### src/rtl/step_enable_gen_pkg.sv
//------------------------------------------------------------------------------
// Module  : step_enable_gen_pkg
// Brief   : Shared state codes and idle input levels for the step enable
//           generator and any status logic that decodes its state.
// Revision: 1.0 - initial release
//------------------------------------------------------------------------------
`default_nettype none

package step_enable_gen_pkg;

    // Controller states, 2-bit encoded so status LEDs can decode them directly.
    typedef enum logic [1:0] {
        ST_MANUAL     = 2'd0,
        ST_RUN_PAUSED = 2'd1,
        ST_RUNNING    = 2'd2,
        ST_HALTED     = 2'd3
    } state_t;

    // Idle (released / manual) levels of the raw board controls.
    localparam logic BTN_IDLE = 1'b1;
    localparam logic SEL_IDLE = 1'b0;

endpackage

`default_nettype wire

### src/rtl/step_enable_gen_btn_debounce.sv
//------------------------------------------------------------------------------
// Module  : step_enable_gen_btn_debounce
// Brief   : Multi-flop synchronizer followed by a level debouncer. The output
//           level follows the synchronized input only after it has disagreed
//           for DEBOUNCE_CYCLES consecutive cycles.
// Revision: 1.0 - initial release
//------------------------------------------------------------------------------
`default_nettype none

module step_enable_gen_btn_debounce
    import step_enable_gen_pkg::*;
#(
    parameter int   SYNC_STAGES     = 2,
    parameter int   DEBOUNCE_CYCLES = 50000,
    parameter logic IDLE            = BTN_IDLE
) (
    input  logic clk,
    input  logic rst,
    input  logic din,
    output logic level
);

    localparam int              CNT_W    = $clog2(DEBOUNCE_CYCLES + 1);
    localparam logic [CNT_W-1:0] CNT_LAST = CNT_W'(DEBOUNCE_CYCLES - 1);

    logic [SYNC_STAGES-1:0] r_sync;
    logic [CNT_W-1:0]       r_cnt;
    logic                   w_synced;

    assign w_synced = r_sync[SYNC_STAGES-1];

    // Shift the asynchronous input through the synchronizer chain.
    always_ff @(posedge clk) begin
        if (rst) begin
            r_sync <= {SYNC_STAGES{IDLE}};
        end else begin
            r_sync <= {r_sync[SYNC_STAGES-2:0], din};
        end
    end

    // Accept a new level only after a full run of disagreeing cycles.
    always_ff @(posedge clk) begin
        if (rst) begin
            r_cnt <= '0;
            level <= IDLE;
        end else if (w_synced == level) begin
            r_cnt <= '0;
        end else if (r_cnt == CNT_LAST) begin
            level <= w_synced;
            r_cnt <= '0;
        end else begin
            r_cnt <= r_cnt + CNT_W'(1);
        end
    end

endmodule

`default_nettype wire

### src/rtl/step_enable_gen.sv
//------------------------------------------------------------------------------
// Module  : step_enable_gen
// Brief   : Enable-based clock controller for the CPU datapath. Turns the
//           start pushbutton and run/manual switch into one-cycle step_en
//           pulses (manual single-step or free-running divider), honours CPU
//           halt requests and reports status. The fabric clock is never gated.
// Revision: 1.0 - initial release
//------------------------------------------------------------------------------
`default_nettype none

module step_enable_gen
    import step_enable_gen_pkg::*;
#(
    parameter int SYNC_STAGES     = 2,
    parameter int DEBOUNCE_CYCLES = 50000,
    parameter int RUN_DIV         = 25000000,
    parameter int STEP_W          = 32
) (
    input  logic              clk_in,
    input  logic              reset,
    input  logic              start_button,
    input  logic              clk_select,
    input  logic              halt_req,
    output logic              step_en,
    output logic              running,
    output logic              halted,
    output logic [STEP_W-1:0] step_count
);

    localparam int               DIV_W    = $clog2(RUN_DIV);
    localparam logic [DIV_W-1:0] DIV_LAST = DIV_W'(RUN_DIV - 1);

    logic             w_btn_level;
    logic             w_sel_level;
    logic             r_btn_prev;
    logic             r_press;
    state_t           r_state;
    logic [DIV_W-1:0] r_div;

    step_enable_gen_btn_debounce #(
        .SYNC_STAGES     (SYNC_STAGES),
        .DEBOUNCE_CYCLES (DEBOUNCE_CYCLES),
        .IDLE            (BTN_IDLE)
    ) u_btn_db (
        .clk   (clk_in),
        .rst   (reset),
        .din   (start_button),
        .level (w_btn_level)
    );

    step_enable_gen_btn_debounce #(
        .SYNC_STAGES     (SYNC_STAGES),
        .DEBOUNCE_CYCLES (DEBOUNCE_CYCLES),
        .IDLE            (SEL_IDLE)
    ) u_sel_db (
        .clk   (clk_in),
        .rst   (reset),
        .din   (clk_select),
        .level (w_sel_level)
    );

    // Registered one-cycle press pulse on the debounced 1->0 button edge.
    always_ff @(posedge clk_in) begin
        if (reset) begin
            r_btn_prev <= BTN_IDLE;
            r_press    <= 1'b0;
        end else begin
            r_btn_prev <= w_btn_level;
            r_press    <= r_btn_prev & ~w_btn_level;
        end
    end

    // Controller FSM with run divider; switch beats halt beats press beats divider.
    always_ff @(posedge clk_in) begin
        if (reset) begin
            r_state <= ST_MANUAL;
            r_div   <= '0;
            step_en <= 1'b0;
            running <= 1'b0;
            halted  <= 1'b0;
        end else begin
            step_en <= 1'b0;
            case (r_state)
                ST_MANUAL: begin
                    if (w_sel_level) begin
                        r_state <= ST_RUN_PAUSED;
                    end else if (r_press) begin
                        step_en <= 1'b1;
                    end
                end
                ST_RUN_PAUSED: begin
                    if (!w_sel_level) begin
                        r_state <= ST_MANUAL;
                    end else if (r_press) begin
                        r_state <= ST_RUNNING;
                        running <= 1'b1;
                        r_div   <= '0;
                    end
                end
                ST_RUNNING: begin
                    if (!w_sel_level) begin
                        r_state <= ST_MANUAL;
                        running <= 1'b0;
                        r_div   <= '0;
                    end else if (halt_req) begin
                        r_state <= ST_HALTED;
                        running <= 1'b0;
                        halted  <= 1'b1;
                        r_div   <= '0;
                    end else if (r_press) begin
                        r_state <= ST_RUN_PAUSED;
                        running <= 1'b0;
                        r_div   <= '0;
                    end else if (r_div == DIV_LAST) begin
                        r_div   <= '0;
                        step_en <= 1'b1;
                    end else begin
                        r_div   <= r_div + DIV_W'(1);
                    end
                end
                ST_HALTED: begin
                    if (!w_sel_level) begin
                        r_state <= ST_MANUAL;
                        halted  <= 1'b0;
                    end
                end
                default: begin
                    r_state <= ST_MANUAL;
                    r_div   <= '0;
                    running <= 1'b0;
                    halted  <= 1'b0;
                end
            endcase
        end
    end

    // Count issued steps; wraps naturally at the counter width.
    always_ff @(posedge clk_in) begin
        if (reset) begin
            step_count <= '0;
        end else if (step_en) begin
            step_count <= step_count + STEP_W'(1);
        end
    end

endmodule

`default_nettype wire

### config.mk
export PLATFORM = sky130hd
export DESIGN_NAME = step_enable_gen
export DESIGN_NICKNAME = d
export VERILOG_FILES = /design/src/rtl/step_enable_gen_pkg.sv /design/src/rtl/step_enable_gen_btn_debounce.sv /design/src/rtl/step_enable_gen.sv
export SDC_FILE = /design/constraint.sdc
export NUM_CORES = 1
export LEC_CHECK = 0
export CORE_ASPECT_RATIO = 1.1
export CORE_MARGIN = 2
export CORE_UTILIZATION = 58
export DETAILED_ROUTE_END_ITERATION = 16
export PLACE_DENSITY_LB_ADDON = 0.15
export SYNTH_ARGS = -nofsm -noshare
export SYNTH_HDL_FRONTEND = slang
export SYNTH_SLANG_ARGS = --single-unit
### constraint.sdc
create_clock -name clk_in -period 3.06 [get_ports clk_in]
set_clock_uncertainty 0.2 [all_clocks]
set_input_delay 0.918 -clock clk_in [delete_from_list [all_inputs] [get_ports clk_in]]
set_output_delay 0.918 -clock clk_in [all_outputs]
set_load 0.005 [all_outputs]
# [Yosys cells after proc, flatten, opt, wreduce, memory -nomap -nowiden]
# Index checks and enable logic that the tools add are counted.
[totals] ff_bits=102 out_inout_bits=35 input_bits=5 word_cells=81
[op_classes] bitwise_logic=4 addsub=4 reduce_logical=11 eq_ne=16 muxes=32
[op_table] operator="25-bit two-way mux" n=6
[op_table] operator="25-bit one-hot mux with 2 select lines" n=1
[op_table] operator="16-bit by 1-bit adder with 16-bit output (second input constant)" n=2
[op_table] operator="32-bit by 1-bit adder with 32-bit output (second input constant)" n=1
[op_table] operator="16-bit == test (second input constant)" n=2
[op_table] operator="25-bit by 1-bit adder with 25-bit output (second input constant)" n=1
[op_table] operator="25-bit == test (second input constant)" n=1
[op_table] operator="1-bit two-way mux" n=14
[op_table] operator="2-bit two-way mux" n=7
[op_table] operator="4-bit AND reduction" n=3
[op_table] operator="2-bit one-hot mux with 4 select lines" n=1
[op_table] operator="2-bit by 1-bit != test with 1-bit output (second input constant)" n=3
[op_table] operator="2-bit != test (second input constant)" n=3
[op_table] operator="1-bit one-hot mux with 2 select lines" n=3
[op_table] operator="3-bit OR reduction" n=2
[op_table] operator="2-bit == test (second input constant)" n=2
[op_table] operator="4-bit != test (second input constant)" n=1
[op_table] operator="2-bit AND reduction" n=2
[op_table] operator="2-bit nonzero test" n=2
[op_table] operator="3-bit != test (second input constant)" n=1
[op_table] operator="1-bit inverter" n=3
[op_table] operator="3-bit AND reduction" n=1
[op_table] operator="1-bit == test" n=2
[op_table] operator="2-bit by 1-bit == test with 1-bit output (second input constant)" n=1
[op_table] operator="other kinds (2)" n=2

# [Depth between registers and ports, before layout]
[depth] word_depth=6 mapped_depth=9 ltp_nobuf=6

# [By module]
# Synthesis repeated with hierarchy kept, for this count alone.
[hier_totals] hier_cells=526 area_unflattened_um2=4636.9
[by_module_without_submodules] mod="step_enable_gen" seq_area_each_um2=1281.2 n_inst=1 cells_each=348 area_each_um2=3001.6
[by_module_without_submodules] mod="step_enable_gen_btn_debounce at u_sel_db" seq_area_each_um2=380.4 n_inst=1 cells_each=90 area_each_um2=828.3
[by_module_without_submodules] mod="step_enable_gen_btn_debounce at u_btn_db" seq_area_each_um2=380.4 n_inst=1 cells_each=88 area_each_um2=807.0

# [Least setup slack after synthesis]
# OpenSTA, ideal clock, no wires.
[synth_timing] path_kind="in2reg" from="input port halt_req" to="register r_div[22]" path_buffers=0 path_slack_ps=628 setup_ps=74 stages=5 arrival_time_ps=2158 required_ps=2786 cell_sequence="nor4b_2 > nand2_1 > a21oi_2 > or4b_1 > a31oi_1"
[synth_between] elab_chain_len=3
[synth_rtl] element="from (decl)" line_no="step_enable_gen.sv:23" text="input logic halt_req,"
[synth_rtl] element="25-bit two-way mux" line_no="step_enable_gen.sv:105" text="end else if (halt_req) begin"
[synth_rtl] element="25-bit two-way mux" line_no="step_enable_gen.sv:101" text="if (!w_sel_level) begin"
[synth_rtl] element="25-bit one-hot mux with 2 select lines" line_no="step_enable_gen.sv:83" text="case (r_state)"
[synth_rtl] element="to (signal assigned)" line_no="step_enable_gen.sv:118" text="r_div <= r_div + DIV_W'(1);"
[synth_rtl] element="to (decl)" line_no="step_enable_gen.sv:38" text="logic [DIV_W-1:0] r_div;"
# No other way between the ends.
# A chain may end at the register's enable or synchronous reset.

# [Worst setup path after layout]
[layout_timing] from="register r_div[0]" to="register r_div[22]"
[layout_between] elab_chain_len=6 word_cells_on_any_way=7 classes_between="add/sub (1); eq/ne (1); mux (5)"
[layout_rtl] element="25-bit by 1-bit adder with 25-bit output or 25-bit == test (tied branches)" line_no="step_enable_gen.sv:118, step_enable_gen.sv:114"
[layout_rtl] element="25-bit two-way mux *" line_no="step_enable_gen.sv:114" text="end else if (r_div == DIV_LAST) begin"
[layout_rtl] element="25-bit two-way mux *" line_no="step_enable_gen.sv:110" text="end else if (r_press) begin"
[layout_rtl] element="25-bit two-way mux *" line_no="step_enable_gen.sv:105"
[layout_rtl] element="25-bit two-way mux *" line_no="step_enable_gen.sv:101"
[layout_rtl] element="25-bit one-hot mux with 2 select lines *" line_no="step_enable_gen.sv:83"
# Mark *: on every way between the ends. The rest lies on a longest branch, timed or not.

==> impl_metrics.py <==
metrics = {
    "synth": {
        "synth_ff_type": "dfxtp_1",
        "yosysWarnings": 0,
        "synth_nets": 555,
        "yosysSeqAreaShare_pct": 43.81,
        "synth.avg_cell_area_sq_um": 8.536,
        "ys_types": 49,
        "synth_edf_count": 0,
        "yosys.area.top_type": "dfxtp_1",
        "ys_seq_elements": 102,
        "async_reset_ff_share_pct": 0,
        "synth_cells": 546,
        "syn_area_sq_um": 4661,
        "yosysTopAreaCellShare_pct": 43.81,
        "yosysMostFrequentCell": "dfxtp_1",
        "netlist_top_cells_area": "dfxtp_1, xnor2_1, nor2_1, xor2_1, nand4_1",
        "ys_top_cells_by_count": "dfxtp_1, nor2_1, nand2_1, xnor2_1, nand4_1",
    },
    "clock_network": {
        "cts-buffers-inserted": 9,
        "path_clk_slew_ns": 0.10,
        "clockRootBuffer": "clkbuf_8",
        "cts_resized": 0,
        "cts_max_path_buffers": 2,
        "cts_hold_buf": 0,
        "cts.sinks": 102,
        "insertion_delay_ns": 0.35,
        "cts_tree": "yes",
        "postCtsSetupBuffers": 0,
        "htreeDepth": 3,
    },
    "floorplanning": {
        "rows": 34,
        "num_io_pins": 40,
        "initial_core_util_pct": 59.22,
        "die_x_um": 89.47,
        "die_h_um": 98.02,
        "coreArea_sq_um": 7870,
        "die-area_sq_um": 8769,
    },
    "pwr": {
        "power_density_nw_per_um2": 400.0,
        "power_leakage_nw": 1.653,
        "p_switching_mw": 0.4759,
        "p_comb_share_pct": 1.5,
        "p_seq_share_pct": 63.1,
        "vdd_drop_max_mv": 0.2472,
        "p_int_mw": 1.633,
        "power_switching_share_pct": 22.56,
        "clkPwrFrac_pct": 35.4,
    },
    "sta": {
        "setup_tns_ns": 0,
        "slew_headroom_pct": 50.32,
        "period_minus_slack_ns": 2.518,
        "fmax_mhz": 397.1,
        "hold_viol": 0,
        "slew_violations": 0,
        "post-route-period-util_pct": 82.29,
        "finalSetupViolCount": 0,
        "worst_pin_slew_ns": 0.7438,
        "rsz0062_at_grt": "no",
    },
    "critical_path": {
        "slowest_delay_ns": 0.54,
        "cp_num_buf_inv": 0,
        "r2r_slack_ns": 0.54,
        "critPathTopFamily": "simple AND/OR/NAND/NOR gates",
        "crit_required_ns": 3.14,
        "r2r_cells": 6,
        "r2r_start": "r_div[0]",
        "worstPathMaxFanout": 7,
        "worstPathArrival_ns": 2.60,
        "worstPathCellList": "ha_1 -> nand3_1 -> nor4_1 -> nand3_1 -> or4b_1 -> a31oi_1",
        "critPathMostFrequentCell": "nand3_1",
        "reg2reg_to": "r_div[22]",
        "slowest_stage": "nor4_1",
        "cp-start-kind": "flip-flop",
        "critPathCaptureType": "flip-flop",
        "crit_type": "reg -> reg",
    },
    "placed_design": {
        "hpwl_um": 6425,
        "port_buffers": 39,
        "dp.cells": 675,
        "dpl-instance-area_sq_um": 5110,
        "gp_congestion": 0.8692,
    },
    "worst_hold_path": {
        "min_path_cells": 2,
        "hp-class": "reg -> reg",
        "whs_endpoint": "r_press",
        "worstHoldStart": "r_btn_prev",
    },
    "layout": {
        "instances_no_fill": 690,
        "drive_above_1_share_pct": 6.014,
        "design_area_sq_um": 5273,
        "area_growth_pct": 13.13,
        "multi_input_area_sq_um": 2461,
        "nets": 587,
        "seq_area_sq_um": 2042,
        "antennaDiodeCount": 0,
        "n_fill_cell": 662,
    },
    "drt": {
        "top_layer_used": "met4",
        "drt_iter0_drc": 193,
        "vias": 3831,
        "wl_met3_um": 203,
        "routed-wl-met2_um": 4338,
        "drc": 0,
        "via_per_inst": 5.552,
        "met1_length_um": 4508,
        "ant_nets": 0,
        "drt_first_pass_iters": 4,
        "finalWirelength_um": 9164,
        "wl_per_cell_um": 13.28,
    },
    "global_route": {
        "gr-total-overflow": 0,
        "grt_first_pass_wirelength_um": 15520,
        "grt_pass1_vias": 3482,
        "antenna_found_initial": 0,
        "grt_max_degree": 34,
        "grt_usage_pct": 21.80,
    },
    "status": {
        "status": "complete, no violations",
    },
    "run": {
        "drv_cap": 0,
    },
}
-- stage by stage --
step | worst slack, ns | hold WS [ns] | utilization (%) | power [mW]
after global routing | 0.3471 | 0.2374 | 67.00 | 2.175
final | 0.5419 | 0.2173 | 67.00 | 2.109
after CTS | 0.5520 | 0.2210 | 67.00 | 2.125
after global placement | 0.2685 | 0.1908 | 64.93 | 1.392
after detailed placement | 0.2005 | 0.1990 | 64.93 | 1.393
after floorplan | 0.6282 | 0.1895 | - | 1.384
-- sequential cells by signal, indices dropped and copies added, names as in the netlist --
name	flops
u_btn_db.r_cnt	16
running	1
r_div	25
u_sel_db.r_cnt	16
u_btn_db.r_sync	2
r_press	1
r_btn_prev	1
step_count	32
step_en	1
u_btn_db.level	1
u_sel_db.r_sync	2
r_state	2
halted	1
u_sel_db.level	1
-- layer usage --
layer	GRT usage [%]	vias up
li1	-	1950
met5	0	-
met2	34.93	52
met3	2.790	10
met4	8.381	0
met1	29.72	1819
-- power groups by stage --
stage	logic (mW)	clock network [mW]	registers (mW)
floorplan	0.0225	0	1.36
global placement	0.0304	0	1.36
detailed placement	0.0311	0	1.36
CTS	0.0311	0.763	1.33
global route	0.0338	0.809	1.33
finish	0.0308	0.747	1.33
-- layout by cell type, fill, tap and decap left out, types with 4 or more instances in the layout --
| cell | n |
|---|---|
| nand4_1 | 30 |
| nand2_1 | 44 |
| xor2_1 | 27 |
| nor4_1 | 14 |
| a211oi_1 | 6 |
| clkdlybuf4s50_1 | 38 |
| nor2_1 | 97 |
| inv_1 | 13 |
| o21ai_0 | 13 |
| buf_4 | 5 |
| a21oi_1 | 13 |
| nor2b_1 | 9 |
| xnor2_1 | 44 |
| nand4b_1 | 4 |
| nor3_1 | 14 |
| dfxtp_1 | 102 |
| nand3_1 | 27 |
| and2_1 | 6 |
| and4_1 | 7 |
| or2_2 | 7 |
| or3_1 | 4 |
| clkbuf_8 | 9 |
| nand2b_1 | 5 |
| and3_1 | 6 |
| ha_1 | 4 |
-- tightest hold or removal path, cell delays in order (launching register included) --
cell     delay, ns
dfxtp_1       0.31
inv_1         0.04
nor2_1        0.03
-- cell type report --
| cell class | instances | area share, % |
|---|---|---|
| inverters | 13 | 0.9255 |
| multi-input cells | 408 | 46.68 |
| flip-flops and latches | 102 | 38.73 |
| clock inverters | 5 | 0.6645 |
| clock buffers | 10 | 2.420 |
| repair buffers | 44 | 8.021 |
| well taps | 108 | 2.563 |
-- cells by family (layout without fill, tap and decap cells) --
family | Yosys count | count (layout) | synth area share (%)
flip-flops | 102 | 102 | 43.81
AND/OR/NAND/NOR | 284 | 284 | 31.03
adder cells (fa/ha/maj) | 4 | 4 | 1.074
XOR/XNOR | 71 | 71 | 13.34
multiplexers | 2 | 2 | 0.4564
buffers and inverters | 36 | 72 | 3.383
AO/OA/AOI/OAI | 47 | 47 | 6.899
-- worst max-delay path by stage --
stage,end,from,slack [ns],cells past startpoint
floorplan,r_div[22],halt_req,0.63,5
global placement,r_div[22],halt_req,0.27,6
detailed placement,r_div[22],halt_req,0.20,6
CTS,step_en,step_en,0.55,1
global route,r_div[22],r_div[0],0.35,6
finish,r_div[22],r_div[0],0.54,6
Note: power is estimated with default switching activity, not from simulation.
